===== config.mk =====
export PLATFORM = sky130hd
export DESIGN_NAME = muldiv_unit_flat
export DESIGN_NICKNAME = d
export VERILOG_FILES = /design/src/rtl/muldiv_unit_pkg.sv /design/src/rtl/muldiv_unit_if.sv /design/src/rtl/muldiv_unit_iter.sv /design/src/rtl/muldiv_unit.sv /design/src/flat_wrapper.sv
export SDC_FILE = /design/constraint.sdc
export NUM_CORES = 1
export LEC_CHECK = 0
export CORE_UTILIZATION = 45
export DETAILED_ROUTE_END_ITERATION = 12
export DONT_BUFFER_PORTS = 1
export GPL_TIMING_DRIVEN = 0
export PLACE_DENSITY_LB_ADDON = 0.1
export SYNTH_ARGS = -nofsm -noshare
export SYNTH_HDL_FRONTEND = slang
export SYNTH_SLANG_ARGS = --single-unit

===== constraint.sdc =====
create_clock -name clk -period 3.2 [get_ports clk]
set_input_delay 0.64 -clock clk [delete_from_list [all_inputs] [get_ports clk]]
set_output_delay 0.64 -clock clk [all_outputs]
set_load 0.005 [all_outputs]

===== src/rtl/muldiv_unit_pkg.sv =====
// Shared definitions for the EX-stage multiply/divide unit.
// Holds the op encodings, FSM state encodings, datapath width and the
// register-file indices of HI/LO targeted by the double write port.
package muldiv_unit_pkg;

  localparam int DATA_WIDTH = 32;
  localparam int HI_IDX     = 33;
  localparam int LO_IDX     = 32;

  typedef enum logic [1:0] {
    OP_MULT  = 2'b00,
    OP_MULTU = 2'b01,
    OP_DIV   = 2'b10,
    OP_DIVU  = 2'b11
  } op_e;

  typedef enum logic [1:0] {
    S_IDLE = 2'b00,
    S_CALC = 2'b01,
    S_FIX  = 2'b10,
    S_DONE = 2'b11
  } state_e;

endpackage


===== src/rtl/muldiv_unit_if.sv =====
// Request/response bundle between the EX stage and muldiv_unit.
//   master: EX stage / pipeline control (drives start, op, operands, cancel)
//   slave : muldiv_unit (drives busy, done, result_wen, result)
// result is {HI,LO} and feeds the register file double_wdata port;
// result_wen feeds double_wen.
interface muldiv_unit_if #(
  parameter int WIDTH = 32
);
  logic               start;
  logic [1:0]         op;
  logic [WIDTH-1:0]   src_a;
  logic [WIDTH-1:0]   src_b;
  logic               cancel;
  logic               busy;
  logic               done;
  logic               result_wen;
  logic [2*WIDTH-1:0] result;

  modport master (
    output start, op, src_a, src_b, cancel,
    input  busy, done, result_wen, result
  );

  modport slave (
    input  start, op, src_a, src_b, cancel,
    output busy, done, result_wen, result
  );
endinterface


===== src/rtl/muldiv_unit_iter.sv =====
// muldiv_iter: one combinational iteration of the unsigned datapath.
//   acc      : partial accumulator, {hi, lo}
//   operand  : multiplicand (multiply) or divisor (divide)
//   is_div   : 1 selects restoring divide, 0 selects shift-add multiply
//   acc_next : accumulator after this iteration
// Multiply: acc = {partial product, remaining multiplier bits}; add the
// multiplicand into hi when lo[0] is set, then shift the whole thing right.
// Divide: acc = {remainder, remaining dividend / growing quotient}; shift
// left, trial-subtract the divisor, keep it if non-negative.
module muldiv_iter #(
  parameter int WIDTH = 32
) (
  input  logic [2*WIDTH-1:0] acc,
  input  logic [WIDTH-1:0]   operand,
  input  logic               is_div,
  output logic [2*WIDTH-1:0] acc_next
);
  logic [WIDTH:0] sum;
  logic [WIDTH:0] rem_sh;
  logic [WIDTH:0] diff;

  always_comb begin
    sum      = {1'b0, acc[2*WIDTH-1:WIDTH]} + (acc[0] ? {1'b0, operand} : '0);
    rem_sh   = acc[2*WIDTH-1:WIDTH-1];
    diff     = rem_sh - {1'b0, operand};
    acc_next = {sum, acc[WIDTH-1:1]};
    if (is_div) begin
      if (diff[WIDTH])
        acc_next = {rem_sh[WIDTH-1:0], acc[WIDTH-2:0], 1'b0};
      else
        acc_next = {diff[WIDTH-1:0], acc[WIDTH-2:0], 1'b1};
    end
  end
endmodule


===== src/rtl/muldiv_unit.sv =====
// muldiv_unit: multi-cycle MULT/MULTU/DIV/DIVU for the EX stage.
//   clk  : rising-edge clock
//   rst  : synchronous active-high reset
//   bus  : muldiv_unit_if slave (start/op/src_a/src_b/cancel in,
//          busy/done/result_wen/result out)
// Operands are made unsigned on accept, iterated WIDTH cycles in CALC,
// sign-corrected in FIX, and written out with a one-cycle strobe in DONE.
import muldiv_unit_pkg::*;

module muldiv_unit #(
  parameter int WIDTH = DATA_WIDTH,
  parameter int CNT_W = 6
) (
  input  logic          clk,
  input  logic          rst,
  muldiv_unit_if.slave  bus
);
  localparam logic [CNT_W-1:0] LAST = CNT_W'(WIDTH - 1);

  state_e             state_q, state_d;
  logic [CNT_W-1:0]   cnt_q;
  logic [2*WIDTH-1:0] acc_q, acc_next;
  logic [WIDTH-1:0]   operand_q;
  logic               is_div_q, sign_q, sign_r, div_zero_q;
  logic [2*WIDTH-1:0] result_q, fixed;

  logic               op_signed, op_div;
  logic [WIDTH-1:0]   a_abs, b_abs;
  logic [WIDTH-1:0]   quot_fix, rem_fix;

  muldiv_iter #(.WIDTH(WIDTH)) u_iter (
    .acc      (acc_q),
    .operand  (operand_q),
    .is_div   (is_div_q),
    .acc_next (acc_next)
  );

  always_comb begin
    op_signed = (bus.op == OP_MULT) || (bus.op == OP_DIV);
    op_div    = (bus.op == OP_DIV)  || (bus.op == OP_DIVU);
    a_abs     = (op_signed && bus.src_a[WIDTH-1]) ? -bus.src_a : bus.src_a;
    b_abs     = (op_signed && bus.src_b[WIDTH-1]) ? -bus.src_b : bus.src_b;
  end

  // Divide by zero: the unsigned core leaves remainder=|a|, and the sign_r
  // fix-up turns that back into src_a, so only the quotient is overridden.
  always_comb begin
    quot_fix = div_zero_q ? '1 : (sign_q ? -acc_q[WIDTH-1:0] : acc_q[WIDTH-1:0]);
    rem_fix  = sign_r ? -acc_q[2*WIDTH-1:WIDTH] : acc_q[2*WIDTH-1:WIDTH];
    fixed    = is_div_q ? {rem_fix, quot_fix} : (sign_q ? -acc_q : acc_q);
  end

  always_comb begin
    state_d = state_q;
    unique case (state_q)
      S_IDLE: if (bus.start && !bus.cancel) state_d = S_CALC;
      S_CALC: begin
        if (bus.cancel)          state_d = S_IDLE;
        else if (cnt_q == LAST)  state_d = S_FIX;
      end
      S_FIX:  state_d = bus.cancel ? S_IDLE : S_DONE;
      S_DONE: state_d = S_IDLE;
      default: state_d = S_IDLE;
    endcase
  end

  always_ff @(posedge clk) begin
    if (rst) state_q <= S_IDLE;
    else     state_q <= state_d;
  end

  always_ff @(posedge clk) begin
    if (rst) begin
      cnt_q      <= '0;
      acc_q      <= '0;
      operand_q  <= '0;
      is_div_q   <= 1'b0;
      sign_q     <= 1'b0;
      sign_r     <= 1'b0;
      div_zero_q <= 1'b0;
      result_q   <= '0;
    end else begin
      unique case (state_q)
        S_IDLE: if (bus.start && !bus.cancel) begin
          cnt_q      <= '0;
          is_div_q   <= op_div;
          sign_q     <= op_signed && (bus.src_a[WIDTH-1] ^ bus.src_b[WIDTH-1]);
          sign_r     <= op_signed && bus.src_a[WIDTH-1];
          div_zero_q <= (bus.src_b == '0);
          if (op_div) begin
            acc_q     <= {{WIDTH{1'b0}}, a_abs};
            operand_q <= b_abs;
          end else begin
            acc_q     <= {{WIDTH{1'b0}}, b_abs};
            operand_q <= a_abs;
          end
        end
        S_CALC: begin
          acc_q <= acc_next;
          cnt_q <= cnt_q + CNT_W'(1);
        end
        S_FIX: if (!bus.cancel) result_q <= fixed;
        default: ;
      endcase
    end
  end

  assign bus.busy       = (state_q != S_IDLE);
  assign bus.done       = (state_q == S_DONE);
  assign bus.result_wen = (state_q == S_DONE);
  assign bus.result     = result_q;
endmodule


===== src/flat_wrapper.sv =====
// flat-port wrapper written by rule: the top's interface ports become plain ports
module muldiv_unit_flat 
#(
  parameter int WIDTH = DATA_WIDTH,
  parameter int CNT_W = 6
)
  (clk, rst, bus_start, bus_op, bus_src_a, bus_src_b, bus_cancel, bus_busy, bus_done, bus_result_wen, bus_result);
  muldiv_unit_if #(.WIDTH(WIDTH)) bus_i ();
  input  logic clk;
  input  logic rst;
  input wire logic [$bits(bus_i.start)-1:0] bus_start;
  input wire logic [$bits(bus_i.op)-1:0] bus_op;
  input wire logic [$bits(bus_i.src_a)-1:0] bus_src_a;
  input wire logic [$bits(bus_i.src_b)-1:0] bus_src_b;
  input wire logic [$bits(bus_i.cancel)-1:0] bus_cancel;
  output wire logic [$bits(bus_i.busy)-1:0] bus_busy;
  output wire logic [$bits(bus_i.done)-1:0] bus_done;
  output wire logic [$bits(bus_i.result_wen)-1:0] bus_result_wen;
  output wire logic [$bits(bus_i.result)-1:0] bus_result;
  assign bus_i.start = bus_start;
  assign bus_i.op = bus_op;
  assign bus_i.src_a = bus_src_a;
  assign bus_i.src_b = bus_src_b;
  assign bus_i.cancel = bus_cancel;
  assign bus_busy = bus_i.busy;
  assign bus_done = bus_i.done;
  assign bus_result_wen = bus_i.result_wen;
  assign bus_result = bus_i.result;
  muldiv_unit #(.WIDTH(WIDTH), .CNT_W(CNT_W)) u_core (.clk(clk), .rst(rst), .bus(bus_i));
endmodule

Yosys cells after proc, flatten, opt, wreduce, memory -nomap -nowiden

Cells that the tools add are included.

Reductions and logical operators: 16
$add $sub $neg: 8
Muxes and demuxes: 21
Equal/unequal tests: 8
Bitwise operators: 2

Operators with widths:

| kind                                                             | number |
|---|---|
| 64-bit 2-to-1 mux                                                | 5 |
| 32-bit 2-to-1 mux                                                | 8 |
| 32-bit negator                                                   | 4 |
| 64-bit one-hot mux with 2 select lines                           | 1 |
| 64-bit negator                                                   | 1 |
| 32-bit by 33-bit adder with 33-bit output                        | 1 |
| 33-bit by 32-bit subtractor with 33-bit output                   | 1 |
| 32-bit logical NOT                                               | 1 |
| 6-bit one-hot mux with 2 select lines                            | 1 |
| 2-bit == test (second input constant)                            | 4 |
| 2-bit 2-to-1 mux                                                 | 4 |
| 2-bit one-hot mux with 4 select lines                            | 1 |
| 2-bit AND reduction                                              | 4 |
| 6-bit by 1-bit adder with 6-bit output (second input constant)   | 1 |
| 6-bit by 5-bit == test with 1-bit output (second input constant) | 1 |
| 6-bit 2-to-1 mux                                                 | 1 |
| 1-bit logical AND                                                | 4 |
| 2-bit logical NOT                                                | 2 |
| 2-bit nonzero test                                               | 2 |
| 3-bit by 2-bit != test with 1-bit output (second input constant) | 1 |
| 2-bit by 1-bit == test with 1-bit output (second input constant) | 1 |
| 1-bit logical OR                                                 | 2 |
| 2-bit by 1-bit != test with 1-bit output (second input constant) | 1 |
| 1-bit logical NOT                                                | 1 |
| other kinds (2)                                                  | 2 |

Input port bits: 70
Output and inout bits: 67
Register bits: 172
Logic and storage cells: 64

Logic depth before layout (Yosys ltp)

Depth after elaboration: 7
Mapped depth: 14
Gate-level depth less buffers: 13

By module

From an unflattened synthesis, not the netlist that was laid out.

Cell total of the unflattened synthesis: 2016
Area, all modules: 15129.5 sq um

By module, submodules not included:

| module      | sequential area each (sq um) | area an instance (sq um) | instances | cells each |
|---|---|---|---|---|
| muldiv_unit | 3443.3                       | 10308.6                  | 1         | 1328 |
| muldiv_iter | 0.0                          | 4820.9                   | 1         | 688 |

Least setup slack after synthesis

OpenSTA, ideal clock, no wires.

Path type: reg-to-reg
From: reg u_core.acc_q[0]
To: reg u_core.acc_q[62]
Period minus slack after synthesis: 3.080 ns
Path buffers: 2
Stages on the path, launching flop included: 15
Path slack: 0.120 ns
Arrival: 3.006 ns
Setup time: 0.074 ns
Cell sequence: dfxtp_1 > inv_1 > buf_1 > nor2_1 > ha_1 > clkbuf_1 > o21ai_0 > nand2b_1 > a31oi_1 > or4_1 > o21ai_0 > a221oi_1 > xor2_1 > a211o_1 > a31oi_1

Word-level cells in the longest chain between the ends: 4

RTL lines:

| element                                   | RTL line               | RTL |
|---|---|---|
| start, declared                           | muldiv_unit.sv:22      | `logic [2*WIDTH-1:0] acc_q, acc_next;` |
| start signal, assigned                    | muldiv_unit.sv:91      | `acc_q <= {{WIDTH{1'b0}}, a_abs};` |
| start signal, assigned                    | muldiv_unit.sv:94      | `acc_q <= {{WIDTH{1'b0}}, b_abs};` |
| start signal, assigned                    | muldiv_unit.sv:99      | `acc_q <= acc_next;` |
| 32-bit 2-to-1 mux                         | muldiv_unit_iter.sv:23 | `sum = {1'b0, acc[2*WIDTH-1:WIDTH]} + (acc[0] ? {1'b0, operand} : '0);` |
| 32-bit by 33-bit adder with 33-bit output | muldiv_unit_iter.sv:23 |  |
| 64-bit 2-to-1 mux                         | muldiv_unit_iter.sv:27 | `if (is_div) begin` |
| 64-bit one-hot mux with 2 select lines    | muldiv_unit.sv:83      | `unique case (state_q)` |

No other way between the ends.
A chain may end at the register's enable or synchronous reset.

Worst setup path in the final report

From: reg u_core.acc_q[31]
To: reg u_core.acc_q[35]

Word-level cells in the longest chain between the ends: 4

RTL lines:

| element                                        | RTL line               | RTL |
|---|---|---|
| 33-bit by 32-bit subtractor with 33-bit output | muldiv_unit_iter.sv:25 | `diff = rem_sh - {1'b0, operand};` |
| 64-bit 2-to-1 mux                              | muldiv_unit_iter.sv:28 | `if (diff[WIDTH])` |
| 64-bit 2-to-1 mux                              | muldiv_unit_iter.sv:27 |  |
| 64-bit one-hot mux with 2 select lines         | muldiv_unit.sv:83      |  |

No other way between the ends.

==> qor.csv <==
metric;value;unit
I/O Pins;137;
CP Capture Type;flop;
register area;3473;sq um
fin area;16200;sq um
fill count;3227;
CTS tree;built;
CORE AREA;31560;sq um
Initial DRC Count;1505;
Hold Crit Endpoint;u_core.state_q[1];
Placed Instances;2358;
R2R Setup Slk;0.01;ns
Leak Pwr;5.921;nW
RSZ-0062 raised after global routing;yes;
Hold Path Stages;1;
Max IR drop VDD;414.8;uV
final HPWL from detailed placement;45.05;mm
clk root buf;clkbuf_16;
Final Hold Fails;0;
PD cells;372.9;nW/um^2
drt total wl;57.45;mm
die height;181.0;microns
vias in the first global route;14277;
Req. time, crit path;3.50;ns
row count;65;
maximum clock rate;313.7;MHz
Arr. time, crit path;3.49;ns
die width;181.0;microns
Final ANT Viol Nets;0;
DRC violations left;0;
crit path launch type;flop;
R2R Path End;u_core.acc_q[35];
share of cells above drive strength 1;0.09619;
antenna cells;0;
fin nets;2124;
post-synth top area cell;dfxtp_1;
# hold bufs at CTS;0;
largest net degree at the start of global routing;18;
Worst Tran Pin Value;0.8593;ns
PnR Total Power;6.041;mW
Post-Syn Area;14410;sq um
Finished Core Util;0.5134;
Via density;6.415;
GP Congestion;0.9948;
initial antenna violation count;1;
Worst Skew;0.01561;ns
Synth Flop Type;dfxtp_1;
clock buffer depth;2;
Clock Latency Late Sink;0.45;ns
reg2reg start;u_core.acc_q[31];
Wirelength per Cell;23.96;microns
Cells after Synth;1956;
sequential fraction of the synthesis area;0.2389;
Syn Area/Cell;7.369;sq um
commonest cells after routing, fill and taps aside;210 x nor2_1, 182 x nand2_1, 164 x a21oi_1;
Slew Limit Fails;0;
port buffer count;0;
max-cap viol count;0;
placement-stage cell area;14920;sq um
Slew Limit Headroom;0.4227;
DRT Pass-1 Iters;6;
CP Max Fanout;6;
WS Path Type;reg -> reg;
period utilization;0.9962;
CTS Sinks;172;
CTS Buf Count;17;
total global routing overflow;0;
commonest non-fill, non-tap cell in the layout;nor2_1;
# H-tree levels;4;
synthesis-to-finish area growth;12.40;%
Fin Setup TNS;0;ns
status;finished clean;
via count;15382;
FF+latch count, synth;172;
Tot GR Track Use;0.3456;
first-pass GRT wire length;86.90;mm
Reg clk slew, reported paths;0.08;ns
Netlist cell types;73;
Initial Util;0.4568;
total die area;32750;sq um
Hold Path Class;in -> reg;
Ys Warns;0;
Synth Net Count;2097;
Final setup viols;0;
Area contributors post-synth;dfxtp_1 24%, a211oi_1 6.0%, ha_1 6.0%;
FF-to-FF path depth;14;
Yosys top cell area share;0.2389;
Hold Startpoint;bus_cancel;
footprint of the multi-input gates;10640;sq um
Post-synth ARST share;0;
Layout Cells excl Fill;2398;
time the worst path needs with I/O delays and setup;3.188;ns
number of synthesized flops with an enable pin;0;
-- critical path, cell delays in order (launching register included) --
cell	delay [ns]
dfxtp_4	0.40
inv_1	0.11
ha_2	0.21
fa_1	0.39
nand2b_4	0.18
a21oi_4	0.18
o211ai_1	0.21
nand3_1	0.19
a21oi_2	0.10
xnor2_2	0.34
buf_4	0.22
buf_4	0.12
nor2_1	0.04
o31ai_1	0.23
a21oi_1	0.11
-- where the power goes --
group | leakage (nW) | internal, mW | total, mW | switching [mW]
combinational | 4.24 | 0.609 | 1.64 | 1.03
clock | 0.280 | 1.10 | 2.13 | 1.03
sequential | 1.40 | 2.20 | 2.28 | 0.0787
total | 5.92 | 3.91 | 6.04 | 2.13
-- registers in the layout (all words and copies together) (netlist names) --
name and count:
u_core.state_q 2, u_core.sign_q 1, u_core.sign_r 1, u_core.is_div_q 1, u_core.bus.result 64, u_core.div_zero_q 1, u_core.cnt_q 6, u_core.operand_q 32
u_core.acc_q 64
-- final cells by class --
cell class	instances	area share
timing repair buffer	24	0.01213
buffer	138	0.03707
clock buffer	17	0.02626
tap	402	0.03105
multi-input combinational	1576	0.6566
sequential	172	0.2144
inverter	54	0.01274
clock inverter	15	0.009731
-- repair_timing --
action / in CTS / in global routing
pin swaps: 12 / 27
buffers inserted: 14 / 9
cloned: 0 / 1
endpoints found under the setup margin: 65 / 51
gates resized for setup: 69 / 74
-- cells by family after synthesis --
logic type,after synthesis,share of synthesized area
mux,58,0.04123
flops,172,0.2389
xor+xnor,176,0.1069
compound gates,635,0.2878
simple gates,636,0.2063
fa+ha+maj,71,0.06267
buf+inv,208,0.05625
-- metrics by stage --
stage               hold WS, ns  setup slack (ns)
floorplan                0.4319            0.1198
detailed placement       0.4483           -0.9881
global route             0.2457          -0.06395
finish                   0.2553           0.01220
CTS                      0.2433         0.0001026
global placement         0.4447           -0.9920
-- cell usage after synthesis, types with 8 or more instances --
| cell type | number |
|---|---|
| a211oi_1 | 115 |
| a21o_1 | 36 |
| a21oi_1 | 170 |
| a221oi_1 | 9 |
| a22oi_1 | 22 |
| a311oi_1 | 8 |
| a31oi_1 | 17 |
| and2_1 | 9 |
| and3_1 | 9 |
| buf_1 | 13 |
| buf_2 | 9 |
| clkbuf_1 | 128 |
| dfxtp_1 | 172 |
| ha_1 | 69 |
| inv_1 | 53 |
| mux2_2 | 11 |
| mux2i_1 | 47 |
| nand2_1 | 183 |
| nand2b_1 | 21 |
| nand3_1 | 26 |
| nand4_1 | 22 |
| nor2_1 | 216 |
| nor2b_1 | 18 |
| nor3_1 | 49 |
| nor3b_1 | 11 |
| nor4_1 | 24 |
| o211ai_1 | 31 |
| o21a_1 | 13 |
| o21ai_0 | 113 |
| o31ai_1 | 37 |
| o41ai_1 | 11 |
| or3_1 | 15 |
| or4_1 | 11 |
| xnor2_1 | 91 |
| xor2_1 | 85 |
-- how the worst max path moves through the flow --
stage | startpoint | depth (start not counted) | endpoint
finish | u_core.acc_q[31] | 14 | u_core.acc_q[35]
CTS | u_core.is_div_q | 6 | u_core.acc_q[40]
global route | u_core.acc_q[0] | 14 | u_core.acc_q[62]
floorplan | u_core.acc_q[0] | 14 | u_core.acc_q[62]
global placement | u_core.acc_q[0] | 14 | u_core.acc_q[62]
detailed placement | u_core.acc_q[0] | 14 | u_core.acc_q[56]
-- per-layer routing --
metal  routed length [microns]  track usage  vias up
li1                          -            -     7181
met1                     25720       0.4848     7381
met2                     25600       0.5449      725
met3                      4692      0.05241       93
met4                      1425       0.1007        2
met5                        13            0        -
Note: power is estimated with default switching activity, not from simulation.
